### config.mk
export PLATFORM = sky130hd
export DESIGN_NAME = alu_mul_seq
export DESIGN_NICKNAME = d
export VERILOG_FILES = /design/src/rtl/alu_mul_seq.sv
export SDC_FILE = /design/constraint.sdc
export NUM_CORES = 1
export LEC_CHECK = 0
export ABC_AREA = 1
export CORE_AREA = 3 3 123 125
export DETAILED_ROUTE_END_ITERATION = 12
export DIE_AREA = 0 0 126 128
export GPL_ROUTABILITY_DRIVEN = 0
export PLACE_DENSITY = 0.8
export SLEW_MARGIN = 10
export SYNTH_ARGS = -nofsm -noshare
export SYNTH_HDL_FRONTEND = slang
export SYNTH_SLANG_ARGS = --single-unit
### constraint.sdc
create_clock -name clk -period 2.1 [get_ports clk]
set_input_delay 0.525 -clock clk [delete_from_list [all_inputs] [get_ports clk]]
set_output_delay 0.525 -clock clk [all_outputs]
set_load 0.1 [all_outputs]
### src/rtl/alu_mul_seq.sv
// Shift-and-add multiplier that borrows the pipeline's shared ALU through a req/gnt handshake.
// Produces the low WIDTH bits of op_a*op_b without a dedicated multiplier array.
module alu_mul_seq #(
    parameter int WIDTH      = 32,
    parameter bit EARLY_EXIT = 1'b1
) (
    input  logic             clk,
    input  logic             rst_n,
    input  logic             start,
    input  logic             abort,
    input  logic [WIDTH-1:0] op_a,
    input  logic [WIDTH-1:0] op_b,
    output logic             busy,
    output logic             done,
    output logic [WIDTH-1:0] result,
    output logic             alu_req,
    input  logic             alu_gnt,
    output logic [3:0]       alu_ctrl,
    output logic [WIDTH-1:0] alu_a,
    output logic [WIDTH-1:0] alu_b,
    input  logic [WIDTH-1:0] alu_out
);

    localparam int CNT_W = $clog2(WIDTH + 1);

    localparam logic [3:0] OP_ADD = 4'b1110;
    localparam logic [3:0] OP_SHL = 4'b0111;
    localparam logic [3:0] OP_SHR = 4'b0101;
    localparam logic [3:0] OP_NOP = 4'b1111;

    localparam logic [WIDTH-1:0] ONE = WIDTH'(1);

    typedef enum logic [2:0] {
        IDLE,
        TEST,
        ADD,
        SHL,
        SHR,
        DONE
    } state_t;

    state_t           state;
    logic [WIDTH-1:0] acc;
    logic [WIDTH-1:0] mc;
    logic [WIDTH-1:0] mp;
    logic [CNT_W-1:0] cnt;
    logic             exit_now;

    // Early exit stops once no multiplier bits remain; otherwise latency is fixed at WIDTH iterations.
    always_comb begin
        if (EARLY_EXIT) begin
            exit_now = (mp == '0);
        end else begin
            exit_now = (cnt == CNT_W'(WIDTH));
        end
    end

    always_ff @(posedge clk or negedge rst_n) begin
        if (!rst_n) begin
            state   <= IDLE;
            acc     <= '0;
            mc      <= '0;
            mp      <= '0;
            cnt     <= '0;
            result  <= '0;
            busy    <= 1'b0;
            done    <= 1'b0;
            alu_req <= 1'b0;
        end else begin
            done <= 1'b0;
            case (state)
                IDLE: begin
                    if (start && !abort) begin
                        acc   <= '0;
                        mc    <= op_a;
                        mp    <= op_b;
                        cnt   <= '0;
                        state <= TEST;
                        busy  <= 1'b1;
                    end
                end
                TEST: begin
                    if (abort) begin
                        state <= IDLE;
                        busy  <= 1'b0;
                    end else if (exit_now) begin
                        state  <= DONE;
                        result <= acc;
                        done   <= 1'b1;
                    end else begin
                        state   <= mp[0] ? ADD : SHL;
                        alu_req <= 1'b1;
                    end
                end
                ADD: begin
                    if (abort) begin
                        state   <= IDLE;
                        busy    <= 1'b0;
                        alu_req <= 1'b0;
                    end else if (alu_gnt) begin
                        acc   <= alu_out;
                        state <= SHL;
                    end
                end
                SHL: begin
                    if (abort) begin
                        state   <= IDLE;
                        busy    <= 1'b0;
                        alu_req <= 1'b0;
                    end else if (alu_gnt) begin
                        mc    <= alu_out;
                        state <= SHR;
                    end
                end
                SHR: begin
                    if (abort) begin
                        state   <= IDLE;
                        busy    <= 1'b0;
                        alu_req <= 1'b0;
                    end else if (alu_gnt) begin
                        mp      <= alu_out;
                        cnt     <= cnt + CNT_W'(1);
                        state   <= TEST;
                        alu_req <= 1'b0;
                    end
                end
                DONE: begin
                    state <= IDLE;
                    busy  <= 1'b0;
                end
                default: begin
                    state   <= IDLE;
                    busy    <= 1'b0;
                    alu_req <= 1'b0;
                end
            endcase
        end
    end

    // Operands are held steady from the registers for as long as the grant is withheld.
    always_comb begin
        alu_ctrl = OP_NOP;
        alu_a    = '0;
        alu_b    = '0;
        case (state)
            ADD: begin
                alu_ctrl = OP_ADD;
                alu_a    = mc;
                alu_b    = acc;
            end
            SHL: begin
                alu_ctrl = OP_SHL;
                alu_a    = ONE;
                alu_b    = mc;
            end
            SHR: begin
                alu_ctrl = OP_SHR;
                alu_a    = ONE;
                alu_b    = mp;
            end
            default: begin
            end
        endcase
    end

endmodule
==> impl_metrics.tcl, run 1 <==
set metrics [dict create \
    period_share_pct 118 \
    arrival_ps 1950 \
    period_needed_ps 2470 \
    vias 7875 \
    path_max_fanout 8 \
    root_buffer "clkbuf_16" \
    core_region_area_um2 14000 \
    grt_pass1_wl_um 38400 \
    fin_total_pwr_mw 16.2 \
    total_leakage_power_nw 5.63 \
    synth_top_area_share_pct 49.8 \
    dp_hpwl_um 16600 \
    syn_area_um2 6740 \
    slew_headroom_pct 64.7 \
    die_height_um 128 \
    peakVddDrop_mv 0.777 \
    antenna_found_initial 0 \
    drt_wl_total_um 29100 \
    drc 0 \
    final_area_um2 12000 \
    setup_viol 85 \
    endpoint_kind "output pin" \
    yosysWarnings 0 \
    fin_skew_ps 8.21 \
    drt_iter0_markers 1061 \
    violations "negative setup slack" \
    port_buffers 202 \
    vias_per_cell 5.97 \
    synthFlopType "dfrtp_1" \
    start_util_pct 48.2 \
    rows 43 \
    grt_max_degree 39 \
    synth_nets 996 \
    synthTopCellsByArea "dfrtp_1 50%, nand2_1 16%, o21ai_0 12%, inv_1 5.7%, o221ai_1 4.2%" \
    die_area_um2 16100 \
    die_x_um 126 \
    wl_per_cell_um 22.0 \
    powerDensity_nw_per_um2 1350 \
    clock_sink_count 134 \
    ctsLongestPathBuffers 2 \
    gr-usage-all-layers_pct 30.2 \
    synth_edf_count 0 \
    crit_path_start_kind "register" \
    cts_buffers 17 \
    antenna_cells 0 \
    layout-drive-gt1-share_pct 27.7 \
    gr-total-overflow 0 \
    outcome "complete, but fails checks" \
    setup_tns_ps -19700 \
    clk_pin_slew_ps 60 \
    cts_tree "built" \
    cts-htree-levels 4 \
    nNetsFinal 1227 \
    hp-class "register to register" \
    synth_cell_type_count 24 \
    finalMaxSlewViolations 0 \
    maxCapViolations 0 \
    dpl_cell_area_um2 10700 \
    area_growth_pct 78.1 \
    ys_ff_latch 134 \
    dr.pass1.iters 6 \
    clock.fmax_mhz 404 \
    ant_nets 0 \
    grt_pass1_vias 7202 \
    syn_area_per_cell_um2 7.53 \
    synth_top_area_cell "dfrtp_1" \
    yosys-top-cells-count "286 x nand2_1, 163 x o21ai_0, 134 x dfrtp_1" \
    pin_count 204 \
    clk_latency_ps 430 \
    crit_type "register to output pin" \
    finalHoldViolations 0 \
    setup_ws_ps -373 \
    seq_area_frac_synth_pct 49.8 \
    synth_most_common_cell "nand2_1" \
    synthArstFlopShare_pct 100 \
    rsz0062_at_grt "yes" \
    worst-slew-pin-transition_ps 525 \
    required_ps 1570 \
    synth_cells 895 \
]
[area by class of cell]
class,instances,area [um2]
clock inverters,10,80.1
repair buffers,271,3690
clock buffers,22,464
inverters,108,417
flip-flops and latches,134,3360
well taps,180,225
multi-input cells,594,3770
fillers,679,1990
[metrics by stage]
| stage | hold WS (ps) | std cells | worst slack, ps | utilization, % |
|---|---|---|---|---|
| 6_report | 475 | 1319 | -373 | 85.8 |
| 5_1_grt | 497 | 1319 | -395 | 85.8 |
| 4_1_cts | 473 | 1287 | -274 | 81.2 |
| 3_5_place_dp | 440 | 1250 | -54.1 | 76.2 |
| 3_3_place_gp | 438 | 1250 | -12.8 | 76.2 |
| 2_1_floorplan | 229 | 895 | -262 | - |
[logic make-up (layout without fill, tap and decap cells)]
family | count (synthesis) | after routing | synth area share, %
AO/OA/AOI/OAI | 203 | 203 | 17.2
flip-flops | 134 | 134 | 49.8
other | 1 | 1 | 0.0557
AND/OR/NAND/NOR | 389 | 390 | 23.4
buffers and inverters | 168 | 411 | 9.64
[cells in the final DEF, fill, tap and decap left out, types with 3 or more instances in the layout]
master,netlist,final
nand2_1,286,254
o21ai_0,163,157
dfrtp_1,134,132
inv_1,103,101
clkdlybuf4s50_1,0,99
buf_12,0,86
buf_4,1,63
nor2_4,1,34
o221ai_4,0,32
nand4_1,32,32
clkbuf_16,0,25
nor2_1,54,22
nand2_2,2,20
nand2_4,0,12
nand3_1,10,7
o21ai_1,4,7
clkinv_2,0,7
buf_16,0,7
buf_6,0,6
nand2_8,0,3
nand3_2,0,3
clkinvlp_4,0,3
clkbuf_1,44,3
[worst paths after layout]
kind	start	end	slack, ps	cells past startpoint
worst max-delay path	state[0]$_DFFE_PN0P_	alu_b[31]	-370	7
worst min-delay path	result[8]$_DFFE_PN0P_	result[8]$_DFFE_PN0P_	470	2
worst max register to register	state[1]$_DFFE_PN0P_	acc[30]$_DFFE_PN0P_	-330	10
worst min register to register	result[8]$_DFFE_PN0P_	result[8]$_DFFE_PN0P_	470	2
max in group asynchronous	rst_n	state[2]$_DFFE_PN0P_	920	3
min in group asynchronous	rst_n	mc[9]$_DFFE_PN0P_	570	2
[power by group]
part / internal [mW] / switching, mW
registers: 3.39 / 0.471
clock network: 1.67 / 1.15
logic: 3.19 / 6.28
total: 8.25 / 7.90
[flip-flops by register name, summed over array words and instances (netlist names)]
name     count
mc          32
busy         1
state        3
acc         32
alu_req      1
result      32
done         1
mp          32
[worst max-delay path: stages, from the launching register on]
cell and delay [ps]:
dfrtp_1 420, buf_6 160, nor2_4 200, buf_6 160, clkbuf_16 190, nand2_2 90, o221ai_4 80, buf_12 210
[metal layers]
metal / global-route usage [%] / share of wire [%] / up-vias
li1: - / - / 3369
met1: 38.3 / 36 / 3753
met2: 50.0 / 48 / 592
met3: 7.04 / 9.7 / 161
met4: 12.7 / 5.9 / 0
met5: 0 / 0 / -
[repair_timing]
item                                   4_1_cts  5_1_grt
setup endpoints to repair                   67       99
gates cloned                                 1        9
gates resized for setup                     17       55
setup buffers                                3       23
endpoints found under the hold margin        7        0
hold buffers                                 1        0
pin swaps                                    4        8
Note: power is estimated with default switching activity, not from simulation.
==> run 2: changes to the inputs <==
--- a/config.mk
+++ b/config.mk
@@ -6,9 +6,9 @@
 export NUM_CORES = 1
 export LEC_CHECK = 0
 export ABC_AREA = 1
-export CORE_AREA = 3 3 123 125
+export CORE_AREA = 3 3 101 152
 export DETAILED_ROUTE_END_ITERATION = 12
-export DIE_AREA = 0 0 126 128
+export DIE_AREA = 0 0 104 155
 export GPL_ROUTABILITY_DRIVEN = 0
 export PLACE_DENSITY = 0.8
 export SLEW_MARGIN = 10
==> impl_metrics.tcl, run 2 (synthesis results as in run 1) <==
set metrics [dict create \
    outcome "complete, but fails checks" \
    violations "negative setup slack" \
    cts-htree-levels 4 \
    cts_tree "built" \
    grt_max_degree 45 \
    fin_skew_ps 9.79 \
    cts_buffers 17 \
    clock_sink_count 134 \
    fin_total_pwr_mw 16.1 \
    area_growth_pct 76.0 \
    setup_ws_ps -347 \
    period_share_pct 117 \
    drc 0 \
    reg2regPathDepth 10 \
    clk_latency_ps 430 \
    root_buffer "clkbuf_16" \
    dp_hpwl_um 17600 \
    required_ps 1570 \
    slowest_delay_ps 430 \
    clock.fmax_mhz 409 \
    grt_pass1_wl_um 41800 \
    drt_wl_total_um 27900 \
    antenna_found_initial 2 \
    crit_slowest_cell "dfrtp_2" \
    maxCapViolations 0 \
    r2r_start "state[1]$_DFFE_PN0P_" \
    finalHoldViolations 0 \
    place_inst 1271 \
    dpl_cell_area_um2 10700 \
    finalMaxSlewViolations 0 \
    gr-usage-all-layers_pct 33.2 \
    hold_buffers 0 \
    drt_iter0_markers 577 \
    mostFrequentLayoutCells "259 x nand2_1, 162 x o21ai_0, 131 x dfrtp_1" \
    ctsLongestPathBuffers 2 \
    die_x_um 104 \
    reg2reg_slack_ps -260 \
    grt_pass1_vias 7838 \
    nNetsFinal 1221 \
    vias_per_cell 5.75 \
    crit_path_start_kind "register" \
    rows 53 \
    pin_count 204 \
    crit_chain "inv_4 -> nand2_4 -> nor2_4 -> buf_12 -> inv_8 -> clkbuf_16 -> nor2_4 -> buf_12" \
    crit_family "buffers and inverters" \
    clk_pin_slew_ps 60 \
    gr-total-overflow 0 \
    crit_type "register to output pin" \
    dr.pass1.iters 5 \
    place_ws_ps -63.7 \
    start_util_pct 47.9 \
    path_buf_inv 5 \
    peakVddDrop_mv 0.783 \
    vias 7623 \
    period_needed_ps 2450 \
    powerDensity_nw_per_um2 1350 \
    die_height_um 155 \
    hp-class "input port to async pin" \
    rsz0062_at_grt "yes" \
    die_area_um2 16100 \
    endpoint_kind "output pin" \
    setup_tns_ps -26290 \
    port_buffers 202 \
    crit_path_start "state[2]$_DFFE_PN0P_" \
    hold_slack_ps 21.2 \
    arrival_ps 1920 \
    layout_commonest_cell "nand2_1" \
    total_leakage_power_nw 5.46 \
    setup_viol 99 \
    instances_no_fill 1326 \
    wl_per_cell_um 21.0 \
    layout-drive-gt1-share_pct 27.0 \
    final_area_um2 11900 \
    core_region_area_um2 14100 \
    path_depth 8 \
    path_max_fanout 10 \
    final_core_util_pct 84.4 \
    ant_nets 0 \
]
-- run 2: per-layer routing --
metal / wire (um) / global-route usage, %
met3: 2030 / 7.10
met5: 0 / 0
met4: 1760 / 20.9
met2: 14800 / 59.2
met1: 9290 / 35.8
-- run 2: worst paths after layout --
path / to
setup / recovery: alu_a[12]
hold reg to reg: result[17]$_DFFE_PN0P_
min in group clk: result[17]$_DFFE_PN0P_
setup reg to reg: acc[2]$_DFFE_PN0P_
hold / removal: result[20]$_DFFE_PN0P_
max in group asynchronous: mc[18]$_DFFE_PN0P_
-- run 2: what timing repair did --
item	in CTS	in global routing
setup buffers	9	5
resized for setup	12	36
gates cloned	3	5
setup endpoints to repair	68	99
pin swaps	3	3
-- run 2: final cells by class --
type	instances	area, um2
clock inverters	12	176
multi-input cells	593	3660
clock buffers	19	443
flip-flops and latches	134	3360
well taps	192	240
fillers	728	2200
repair buffers	266	3550
diodes	2	5.00
inverters	108	424
-- run 2: power by group --
| group | switching [mW] | leakage (nW) | internal [mW] |
|---|---|---|---|
| registers | 0.446 | 1.75 | 3.39 |
| logic | 6.06 | 3.41 | 3.01 |
| clock network | 1.16 | 0.299 | 2.01 |
| total | 7.66 | 5.46 | 8.41 |
==> RTL change (settings of run 2) <==
Encoding of `state_t`: now Gray code (3 bits for 6 states).
--- a/src/rtl/alu_mul_seq.sv
+++ b/src/rtl/alu_mul_seq.sv
@@ -31,12 +31,12 @@
     localparam logic [WIDTH-1:0] ONE = WIDTH'(1);
 
     typedef enum logic [2:0] {
-        IDLE,
-        TEST,
-        ADD,
-        SHL,
-        SHR,
-        DONE
+        IDLE = 3'b000,
+        TEST = 3'b001,
+        ADD  = 3'b011,
+        SHL  = 3'b010,
+        SHR  = 3'b110,
+        DONE = 3'b111
     } state_t;
 
     state_t           state;
Formal check against the unedited RTL: same outputs for any inputs over 4 cycles, from zero or initial values and one cycle with rst_n low; so few cycles prove little.
==> RTL change against run 2 <==
  * The run still ends with setup timing left
  * Final area grew 1.3%
  * Clock skew grew 0.0017 ns
  * Wire length shrank 1.3%
  * Setup slack lost 0.013 ns
  * Global-route usage shrank 0.84 points
  * Power shrank 4.7%
  * Register-to-register slack gained 0.35 ns
  * Area after synthesis grew 0.61%
  * Sequential cell count is the same
==> RTL change: results (changes against run 2) <==
cp_max_fo: 10  # unchanged
clock_latency_ns: 0.41  # was 0.43 ns
finalNetCount: 1232  # was 1,221
portBuffers: 202  # unchanged
antenna_found_initial: 1  # was 2
synth.top_cells.by_count: "nand2_1 (219), o21ai_0 (173), dfrtp_1 (134)"  # was nand2_1 (286), o21ai_0 (163), dfrtp_1 (134)
grt_use_met2_pct: 58.2  # was 59.2%
top_usage_layer: "met2"  # unchanged
track_usage_pct: 32.4  # was 33.2%
p_leak_uw: 0.00533  # was 0.00546 uW
grt_first_pass_wirelength_mm: 40.9  # was 41.8 mm
failed_checks: "setup timing"  # unchanged
worst_slack_ns: -0.361  # was -0.347 ns
drive_gt1_share_pct: 25.5  # was 27.0%
skew_ns: 0.0114  # was 0.00979 ns
grt_use_met3_pct: 6.93  # was 7.10%
setup_tns_ns: -17.90  # was -26.29 ns
synth_nets: 998  # was 996
ir_drop_mv: 0.938  # was 0.783 mV
via_per_inst: 5.67  # was 5.75
hold_path_class: "in -> async"  # unchanged
dpl-instance-area_um2: 10700  # about the same
arrival_ns: 1.94  # was 1.92 ns
use_met1_pct: 34.5  # was 35.8%
place_ws_ns: -0.0242  # was -0.0637 ns
finalSetupViolations: 66  # was 99
grt_max_degree: 54  # was 45
grt_pass1_vias: 7881  # was 7,838
hpwl_mm: 16.8  # was 17.6 mm
ys_seq_area_share_pct: 49.5  # was 49.8%
synth_area_leaders: "dfrtp_1 (49%), o21ai_0 (13%), nand2_1 (12%), inv_1 (6.9%), o221ai_1 (4.1%)"  # was dfrtp_1 (50%), nand2_1 (16%), o21ai_0 (12%), inv_1 (5.7%), o221ai_1 (4.2%)
status: "finished with violations"  # unchanged
drt_iter0_markers: 563  # was 577
wirelength_mm: 27.5  # was 27.9 mm
yosys_warnings: 0  # unchanged
-- RTL change: cell types whose count changed after synthesis, moves of 16 or more --
cell and delta:
a21oi_1 +16, inv_1 +22, nand2_1 -67, nand4_1 -31, nand3_1 +33, clkbuf_1 -19
-- RTL change: layer usage --
layer,routed length (um),up-vias,share of wire (%)
li1,-,3364,-
met1,9310,3582,34
met2,14400,511,52
met3,2150,126,7.8
met4,1700,0,6.2
met5,0,-,0
-- RTL change: final timing paths --
path,startpoint,end,slack (ns),depth (start not counted)
max,state[0],alu_b[14],-0.36,8
min,rst_n,result[1],0.06,1
max reg2reg,state[0],mc[11],0.09,12
min reg2reg,result[6],result[6],0.49,2
max in group asynchronous,rst_n,acc[13],1.39,2
min in group clk,result[6],result[6],0.49,2
-- RTL change: power breakdown --
part | internal (uW) | switching (uW)
logic | 2910 | 5420
clock network | 1890 | 1220
registers | 3370 | 504
-- RTL change: final cells by class --
type                    count  area [um2]
diodes                      2        5.00
repair inverters            1        8.76
repair buffers            270        3690
flip-flops and latches    134        3350
inverters                 132         517
fillers                   746        2040
clock buffers              19         433
multi-input cells         575        3600
clock inverters            13         173
well taps                 192         240
-- RTL change: logic make-up (layout without fill, tap and decap cells) --
family          count (synthesis)  in the layout  share of synthesized area (%)
other cells                     1              3                         0.0553
simple gates                  335            335                           19.7
flops                         134            134                           49.5
buf+inv                       188            435                           10.9
compound gates                239            239                           19.9
-- RTL change: worst max-delay path, cell delays in order (launching register included) --
cell,delay (ns)
dfrtp_1,0.41
inv_2,0.12
nand2_8,0.06
buf_8,0.12
nor2_4,0.15
inv_6,0.10
buf_12,0.17
o221ai_4,0.17
buf_12,0.21
-- RTL change: what timing repair did --
item,CTS,global route
hold endpoints to repair,0,0
setup endpoints to repair,66,73
gates resized for setup,32,25
pin swaps,8,9
gates cloned,10,5
setup buffers,13,7
-- RTL change: per-stage QoR --
step / hold slack (ns) / power (uW) / cells
6_report: 0.0596 / 15300 / 1338
5_1_grt: 0.0755 / 16000 / 1337
4_1_cts: 0.0600 / 14900 / 1326
3_5_place_dp: 0.475 / 11200 / 1271
3_3_place_gp: 0.467 / 11000 / 1271
2_1_floorplan: 0.229 / 8680 / 897
